[config.mk]
export PLATFORM = sky130hd
export DESIGN_NAME = fft_peak_finder
export DESIGN_NICKNAME = d
export VERILOG_FILES = /design/src/rtl/fft_peak_finder.sv
export SDC_FILE = /design/constraint.sdc
export NUM_CORES = 1
export LEC_CHECK = 0
export BUFFER_PORTS_ARGS = -buffer_cell sky130_fd_sc_hd__buf_2
export CAP_MARGIN = 20
export CORE_MARGIN = 1.5
export CORE_UTILIZATION = 67
export CTS_BUF_LIST = sky130_fd_sc_hd__clkbuf_4
export CTS_CLUSTER_SIZE = 8
export DETAILED_ROUTE_END_ITERATION = 10
export PLACE_DENSITY = 0.85
export SYNTH_ARGS = -nofsm -noshare
export SYNTH_HDL_FRONTEND = slang
export SYNTH_SLANG_ARGS = --single-unit
[constraint.sdc]
create_clock -name clk -period 15.13 [get_ports clk]
set_input_delay 3.026 -clock clk [delete_from_list [all_inputs] [get_ports clk]]
set_output_delay 3.026 -clock clk [all_outputs]
set_load 0.02 [all_outputs]
[src/rtl/fft_peak_finder.sv]
// Streaming FFT peak finder: alpha-max-beta-min magnitude feeding a sorted top-PEAK_NUM table.
// Define FFT_PEAK_MAG_STREAM_EN to add the m_valid/m_mag/m_idx magnitude stream outputs.
module fft_peak_finder #(
  parameter int DATA_WIDTH    = 16,
  parameter int ADDR_WIDTH    = 8,
  parameter int PEAK_NUM      = 4,
  parameter int SKIP_BINS     = 1,
  parameter int HALF_SPECTRUM = 1
) (
  input  logic                           clk,
  input  logic                           rst,
  input  logic                           start,
  input  logic [DATA_WIDTH-1:0]          threshold,
  input  logic                           s_valid,
  output logic                           s_ready,
  input  logic signed [DATA_WIDTH-1:0]   s_real,
  input  logic signed [DATA_WIDTH-1:0]   s_imag,
  input  logic                           s_last,
  output logic                           done,
  output logic                           frame_err,
  output logic [PEAK_NUM-1:0]            peak_valid,
  output logic [PEAK_NUM*ADDR_WIDTH-1:0] peak_idx,
  output logic [PEAK_NUM*DATA_WIDTH-1:0] peak_mag
`ifdef FFT_PEAK_MAG_STREAM_EN
  ,
  output logic                           m_valid,
  output logic [DATA_WIDTH-1:0]          m_mag,
  output logic [ADDR_WIDTH-1:0]          m_idx
`endif
);

  localparam logic [ADDR_WIDTH-1:0] LAST_IDX = '1;
  localparam logic [ADDR_WIDTH-1:0] SKIP_IDX = ADDR_WIDTH'(SKIP_BINS);
  localparam bit                    HALF_EN  = (HALF_SPECTRUM != 0);
  localparam logic [DATA_WIDTH-1:0] MOST_NEG = {1'b1, {(DATA_WIDTH-1){1'b0}}};
  localparam logic [DATA_WIDTH-1:0] MOST_POS = {1'b0, {(DATA_WIDTH-1){1'b1}}};

  typedef enum logic [1:0] {IDLE, RUN, FLUSH, DONE} state_t;
  state_t state, state_nxt;

  logic                  hs, cnt_max, end_hs, elig;
  logic [ADDR_WIDTH-1:0] bin_cnt;
  logic [1:0]            flush_cnt;
  logic [DATA_WIDTH-1:0] thr_q;
  logic                  err_q;

  logic                  s1_valid, s2_valid;
  logic [DATA_WIDTH-1:0] s1_a, s1_b, s2_mag;
  logic [ADDR_WIDTH-1:0] s1_idx, s2_idx;
  logic [DATA_WIDTH-1:0] mx, mn, sum, mag;

  logic [PEAK_NUM-1:0]   tbl_valid, ins_valid, gt;
  logic [DATA_WIDTH-1:0] tbl_mag [PEAK_NUM];
  logic [DATA_WIDTH-1:0] ins_mag [PEAK_NUM];
  logic [ADDR_WIDTH-1:0] tbl_idx [PEAK_NUM];
  logic [ADDR_WIDTH-1:0] ins_idx [PEAK_NUM];

  function automatic logic [DATA_WIDTH-1:0] abs_sat(input logic [DATA_WIDTH-1:0] v);
    if (!v[DATA_WIDTH-1])  abs_sat = v;
    else if (v == MOST_NEG) abs_sat = MOST_POS;
    else                   abs_sat = ~v + 1'b1;
  endfunction

  // Handshake: a bin transfers on a cycle where s_valid && s_ready; s_ready is high
  // exactly in RUN and never depends on s_valid.
  assign s_ready = (state == RUN);
  assign hs      = s_valid && s_ready;
  assign cnt_max = (bin_cnt == LAST_IDX);
  assign end_hs  = hs && (s_last || cnt_max);

  always_ff @(posedge clk or posedge rst) begin
    if (rst) state <= IDLE;
    else     state <= state_nxt;
  end

  always_comb begin
    state_nxt = state;
    case (state)
      IDLE:    if (start) state_nxt = RUN;
      RUN:     if (end_hs) state_nxt = FLUSH;
      FLUSH:   if (flush_cnt == 2'd2) state_nxt = DONE;
      DONE:    state_nxt = IDLE;
      default: state_nxt = IDLE;
    endcase
    if (start) state_nxt = RUN;
  end

  // a and b never exceed MOST_POS, so 2*mn and the shifted sum fit in DATA_WIDTH.
  always_comb begin
    mx  = (s1_a >= s1_b) ? s1_a : s1_b;
    mn  = (s1_a >= s1_b) ? s1_b : s1_a;
    sum = {1'b0, s1_a[DATA_WIDTH-1:1]} + {2'b00, s1_a[DATA_WIDTH-1:2]} +
          {1'b0, s1_b[DATA_WIDTH-1:1]} + {2'b00, s1_b[DATA_WIDTH-1:2]};
    mag = (mx >= (mn << 1)) ? mx : sum;
  end

  assign elig = s2_valid && (s2_idx >= SKIP_IDX) &&
                (!HALF_EN || !s2_idx[ADDR_WIDTH-1]) && (s2_mag > thr_q);

  // Table stays sorted with empty slots at the tail, so gt[] is a thermometer code.
  always_comb begin
    gt = '0;
    for (int k = 0; k < PEAK_NUM; k++) begin
      gt[k]        = !tbl_valid[k] || (s2_mag > tbl_mag[k]);
      ins_valid[k] = tbl_valid[k];
      ins_mag[k]   = tbl_mag[k];
      ins_idx[k]   = tbl_idx[k];
    end
    if (gt[0]) begin
      ins_valid[0] = 1'b1;
      ins_mag[0]   = s2_mag;
      ins_idx[0]   = s2_idx;
    end
    for (int k = 1; k < PEAK_NUM; k++) begin
      if (gt[k-1]) begin
        ins_valid[k] = tbl_valid[k-1];
        ins_mag[k]   = tbl_mag[k-1];
        ins_idx[k]   = tbl_idx[k-1];
      end else if (gt[k]) begin
        ins_valid[k] = 1'b1;
        ins_mag[k]   = s2_mag;
        ins_idx[k]   = s2_idx;
      end
    end
  end

  always_ff @(posedge clk or posedge rst) begin
    if (rst) begin
      bin_cnt    <= '0;
      flush_cnt  <= '0;
      thr_q      <= '0;
      err_q      <= 1'b0;
      s1_valid   <= 1'b0;
      s1_a       <= '0;
      s1_b       <= '0;
      s1_idx     <= '0;
      s2_valid   <= 1'b0;
      s2_mag     <= '0;
      s2_idx     <= '0;
      tbl_valid  <= '0;
      for (int k = 0; k < PEAK_NUM; k++) begin
        tbl_mag[k] <= '0;
        tbl_idx[k] <= '0;
      end
      done       <= 1'b0;
      frame_err  <= 1'b0;
      peak_valid <= '0;
      peak_idx   <= '0;
      peak_mag   <= '0;
    end else begin
      s1_valid  <= hs && !start;
      if (hs) begin
        s1_a   <= abs_sat(s_real);
        s1_b   <= abs_sat(s_imag);
        s1_idx <= bin_cnt;
      end
      s2_valid  <= s1_valid && !start;
      s2_mag    <= mag;
      s2_idx    <= s1_idx;
      flush_cnt <= (state == FLUSH) ? flush_cnt + 2'd1 : 2'd0;
      done      <= 1'b0;
      frame_err <= 1'b0;
      if (start) begin
        bin_cnt   <= '0;
        thr_q     <= threshold;
        err_q     <= 1'b0;
        tbl_valid <= '0;
        for (int k = 0; k < PEAK_NUM; k++) begin
          tbl_mag[k] <= '0;
          tbl_idx[k] <= '0;
        end
      end else begin
        if (hs)     bin_cnt <= bin_cnt + ADDR_WIDTH'(1);
        if (end_hs) err_q   <= s_last ^ cnt_max;
        if (elig) begin
          tbl_valid <= ins_valid;
          for (int k = 0; k < PEAK_NUM; k++) begin
            tbl_mag[k] <= ins_mag[k];
            tbl_idx[k] <= ins_idx[k];
          end
        end
      end
      // Results publish on entry to DONE, so done and the new table appear together.
      if (state == FLUSH && state_nxt == DONE) begin
        done       <= 1'b1;
        frame_err  <= err_q;
        peak_valid <= tbl_valid;
        for (int k = 0; k < PEAK_NUM; k++) begin
          peak_idx[k*ADDR_WIDTH +: ADDR_WIDTH] <= tbl_idx[k];
          peak_mag[k*DATA_WIDTH +: DATA_WIDTH] <= tbl_mag[k];
        end
      end
    end
  end

`ifdef FFT_PEAK_MAG_STREAM_EN
  assign m_valid = s2_valid;
  assign m_mag   = s2_mag;
  assign m_idx   = s2_idx;
`endif

endmodule

==> results.yml <==
status:
  status: "completed"
die:
  core_um2: 24500
  die_area_um2: 26200
  die_w_um: 162
  rows: 57
  die_h_um: 162
  io_pins: 156
  start_util: 0.690
logic_synthesis:
  synth-seq-cells: 297
  synth.distinct_cells: 68
  yosysWarnings: 0
  synthCells: 1599
  synth-async-reset-ratio: 1.00
  seq_area_frac_synth: 0.439
  synth_nets: 1812
  synth-edff-count: 0
  synth_area_per_cell_um2: 10.6
  syn_area_um2: 16900
  synth_flop_cell: "dfrtp_1"
finish:
  fillers: 1692
  nets: 1979
  multi_input_area_um2: 8730
  drive_gt1_frac: 0.246
  area_growth_pct: 11.0
  seqCellArea_um2: 7430
route:
  first_pass_iters: 8
  drc_errors: 0
  drtAntennaViolNets: 0
  wire_per_inst_um: 19.3
  vias: 13300
  drt-total-wl_um: 41200
  drt_iter0_drc: 1029
  viasPerCell: 6.24
global_route:
  grt_start_max_net_pins: 155
  gr-total-overflow: 0
  first_global_vias: 13600
  grt_pass1_wl_um: 67700
  antenna_found_initial: 1
  grt_usage: 0.324
timing:
  hold_viol_final: 0
  max_freq_mhz: 200
  fin_skew_ns: 0.0281
  maxSlewViolCount: 0
  fin_crit_sh: 0.330
  worstMarginPinSlew_ns: 1.05
  hold_slack_ns: 0.372
  tns_ns: 0
  period_needed_ns: 4.99
  setup_viol: 0
  slew_headroom: 0.301
  rsz0062_at_grt: "false"
pwr:
  power_mw: 2.78
  ir_drop_v: 0.0000950
  power_density_nw_per_um2: 148
  p_leak_nw: 9.01
setup_path:
  cp.arrival_ns: 5.57
  path_cells: "inv_1 -> ha_1 -> a21oi_1 -> nor2b_1 -> o21ai_0 -> o211ai_1 -> a211oi_4 -> buf_4 -> mux2_2 -> ha_1 -> a21o_1 -> a21o_1 -> a211oi_1 -> o21ai_0 -> o211ai_1 -> o211ai_1 -> a21o_1 -> mux2_1"
  endpoint_kind: "flop"
  critPathRequiredTime_ns: 15.70
  critPathMaxFanout: 32
  critPathSlowestCell: "dfrtp_1"
  cpPeakStageDelay_ns: 0.49
  start_kind: "flop"
  crit_type: "flop to flop"
clock_network:
  clock_latency_ns: 0.70
  cts_resized: 0
  cts_root_buf: "clkbuf_4"
  cts-buffers-inserted: 75
  cts_tree: "built"
  cts.sink_count: 297
  clockBufferDepth: 3
  clkSlewWorstSetupHoldPaths_ns: 0.07
  cts_max_level: 3
  hold_buffers: 0
  post_cts_buffers: 0
placement:
  port_buffers: 155
  gp_congestion: 0.887
  post-dp-hpwl_um: 29000
worst_hold_path:
  min_path_type: "flop to flop"
job:
  maxCapViolCount: 0
## cell families (layout without fill, tap and decap cells)
logic type	count (synthesis)	after routing	synth area share
multiplexers	192	192	0.127
buffers and inverters	197	404	0.0463
AO/OA/AOI/OAI	389	389	0.143
other	0	1	0
AND/OR/NAND/NOR	327	327	0.0945
XOR/XNOR	37	37	0.0191
adder cells (fa/ha/maj)	160	160	0.131
flip-flops	297	297	0.439
## cell type report
| type | instances | share of cell area |
|---|---|---|
| well taps | 324 | 0.0216 |
| repair buffers | 170 | 0.0487 |
| diodes | 1 | 0.000133 |
| flip-flops and latches | 297 | 0.396 |
| multi-input cells | 1105 | 0.465 |
| inverters | 117 | 0.0238 |
| clock buffers | 102 | 0.0408 |
| clock inverters | 15 | 0.00479 |
## report_power, final
| group | switching, mW | total (mW) | internal [mW] |
|---|---|---|---|
| sequential | 0.136 | 0.983 | 0.847 |
| combinational | 0.585 | 1.16 | 0.574 |
| clock | 0.312 | 0.638 | 0.326 |
| total | 1.03 | 2.78 | 1.75 |
## layer usage
layer | part of all wire | up-vias | global-route usage
met5 | 0 | - | 0
met4 | 0.038 | 0 | 0.143
met3 | 0.076 | 124 | 0.0644
met2 | 0.46 | 603 | 0.514
met1 | 0.42 | 6487 | 0.437
li1 | - | 6077 | -
## cells in the final DEF, fill, tap and decap left out, types with 29 or more instances in the layout
cell	synthesis	routed
dfrtp_1	297	297
buf_2	17	155
mux2_2	140	140
ha_1	131	131
a21oi_1	128	128
inv_1	116	115
o21ai_0	107	107
clkbuf_4	0	102
nand2_1	84	84
nand3_1	65	65
nor2_1	58	58
o2bb2ai_1	48	48
nor3_1	39	39
mux2i_1	39	39
fa_1	29	29
## sequential cells by signal, summed over array words and instances, names as in the netlist, 16 cells and up
signal / flops
peak_mag: 64
tbl_mag: 64
peak_idx: 32
tbl_idx: 32
s1_a: 16
s1_b: 16
s2_mag: 16
thr_q: 16
## metrics by stage
| stage | setup WS (ns) | instances | utilization | area (um2) |
|---|---|---|---|---|
| after detailed placement | 9.93 | 2011 | 0.730 | 17900 |
| final | 10.14 | 2131 | 0.766 | 18800 |
| after floorplan | 3.90 | 1599 | - | 16900 |
| after global routing | 9.87 | 2131 | 0.766 | 18800 |
| after CTS | 10.22 | 2128 | 0.765 | 18800 |
| after global placement | 9.54 | 2010 | 0.729 | 17900 |
## Yosys cell counts, types with 3 or more instances
| master | instances | area [um2] |
|---|---|---|
| ha_1 | 131 | 1640 |
| or4_1 | 4 | 30.0 |
| dfrtp_1 | 297 | 7430 |
| nand3_1 | 65 | 325 |
| o21bai_1 | 3 | 22.5 |
| nand2_1 | 84 | 315 |
| a211oi_1 | 11 | 82.6 |
| o21ai_1 | 11 | 55.1 |
| nor3b_1 | 4 | 30.0 |
| xor2_1 | 17 | 149 |
| buf_2 | 17 | 85.1 |
| or3_1 | 7 | 43.8 |
| nor3_1 | 39 | 195 |
| mux2_4 | 9 | 135 |
| o22ai_1 | 5 | 31.3 |
| o2bb2ai_1 | 48 | 420 |
| o21ai_0 | 107 | 536 |
| and3_1 | 4 | 25.0 |
| mux2i_1 | 39 | 390 |
| mux2_1 | 4 | 45.0 |
| inv_1 | 116 | 435 |
| nor2b_1 | 12 | 75.1 |
| o31ai_1 | 10 | 75.1 |
| buf_4 | 4 | 30.0 |
| o211ai_1 | 8 | 60.1 |
| xnor2_1 | 20 | 175 |
| a21o_1 | 27 | 203 |
| clkbuf_1 | 54 | 203 |
| mux2_2 | 140 | 1580 |
| buf_1 | 4 | 15.0 |
| o21a_1 | 10 | 75.1 |
| nand4_1 | 24 | 150 |
| a21oi_1 | 128 | 641 |
| nor2_1 | 58 | 218 |
| fa_1 | 29 | 581 |
| nand2b_1 | 10 | 62.6 |
## critical path, delay by kind of cell, from the launching register on
kind	cells	cell delay [ns]
buf+inv	2	0.52
simple gates	1	0.06
fa+ha+maj	2	0.64
compound gates	11	2.29
mux	2	0.88
flops	1	0.49
## worst paths after layout
check	to	slack, ns	from	cells after the start
max	s2_mag[4]	10.14	s1_b[4]	18
min	s2_idx[6]	0.37	s1_idx[6]	0
max in group asynchronous	bin_cnt[2]	11.30	rst	3
min reg2reg	s2_idx[6]	0.37	s1_idx[6]	0
max reg2reg	s2_mag[4]	10.14	s1_b[4]	18
min in group asynchronous	thr_q[2]	2.49	rst	2
Note: power is estimated with default switching activity, not from simulation.
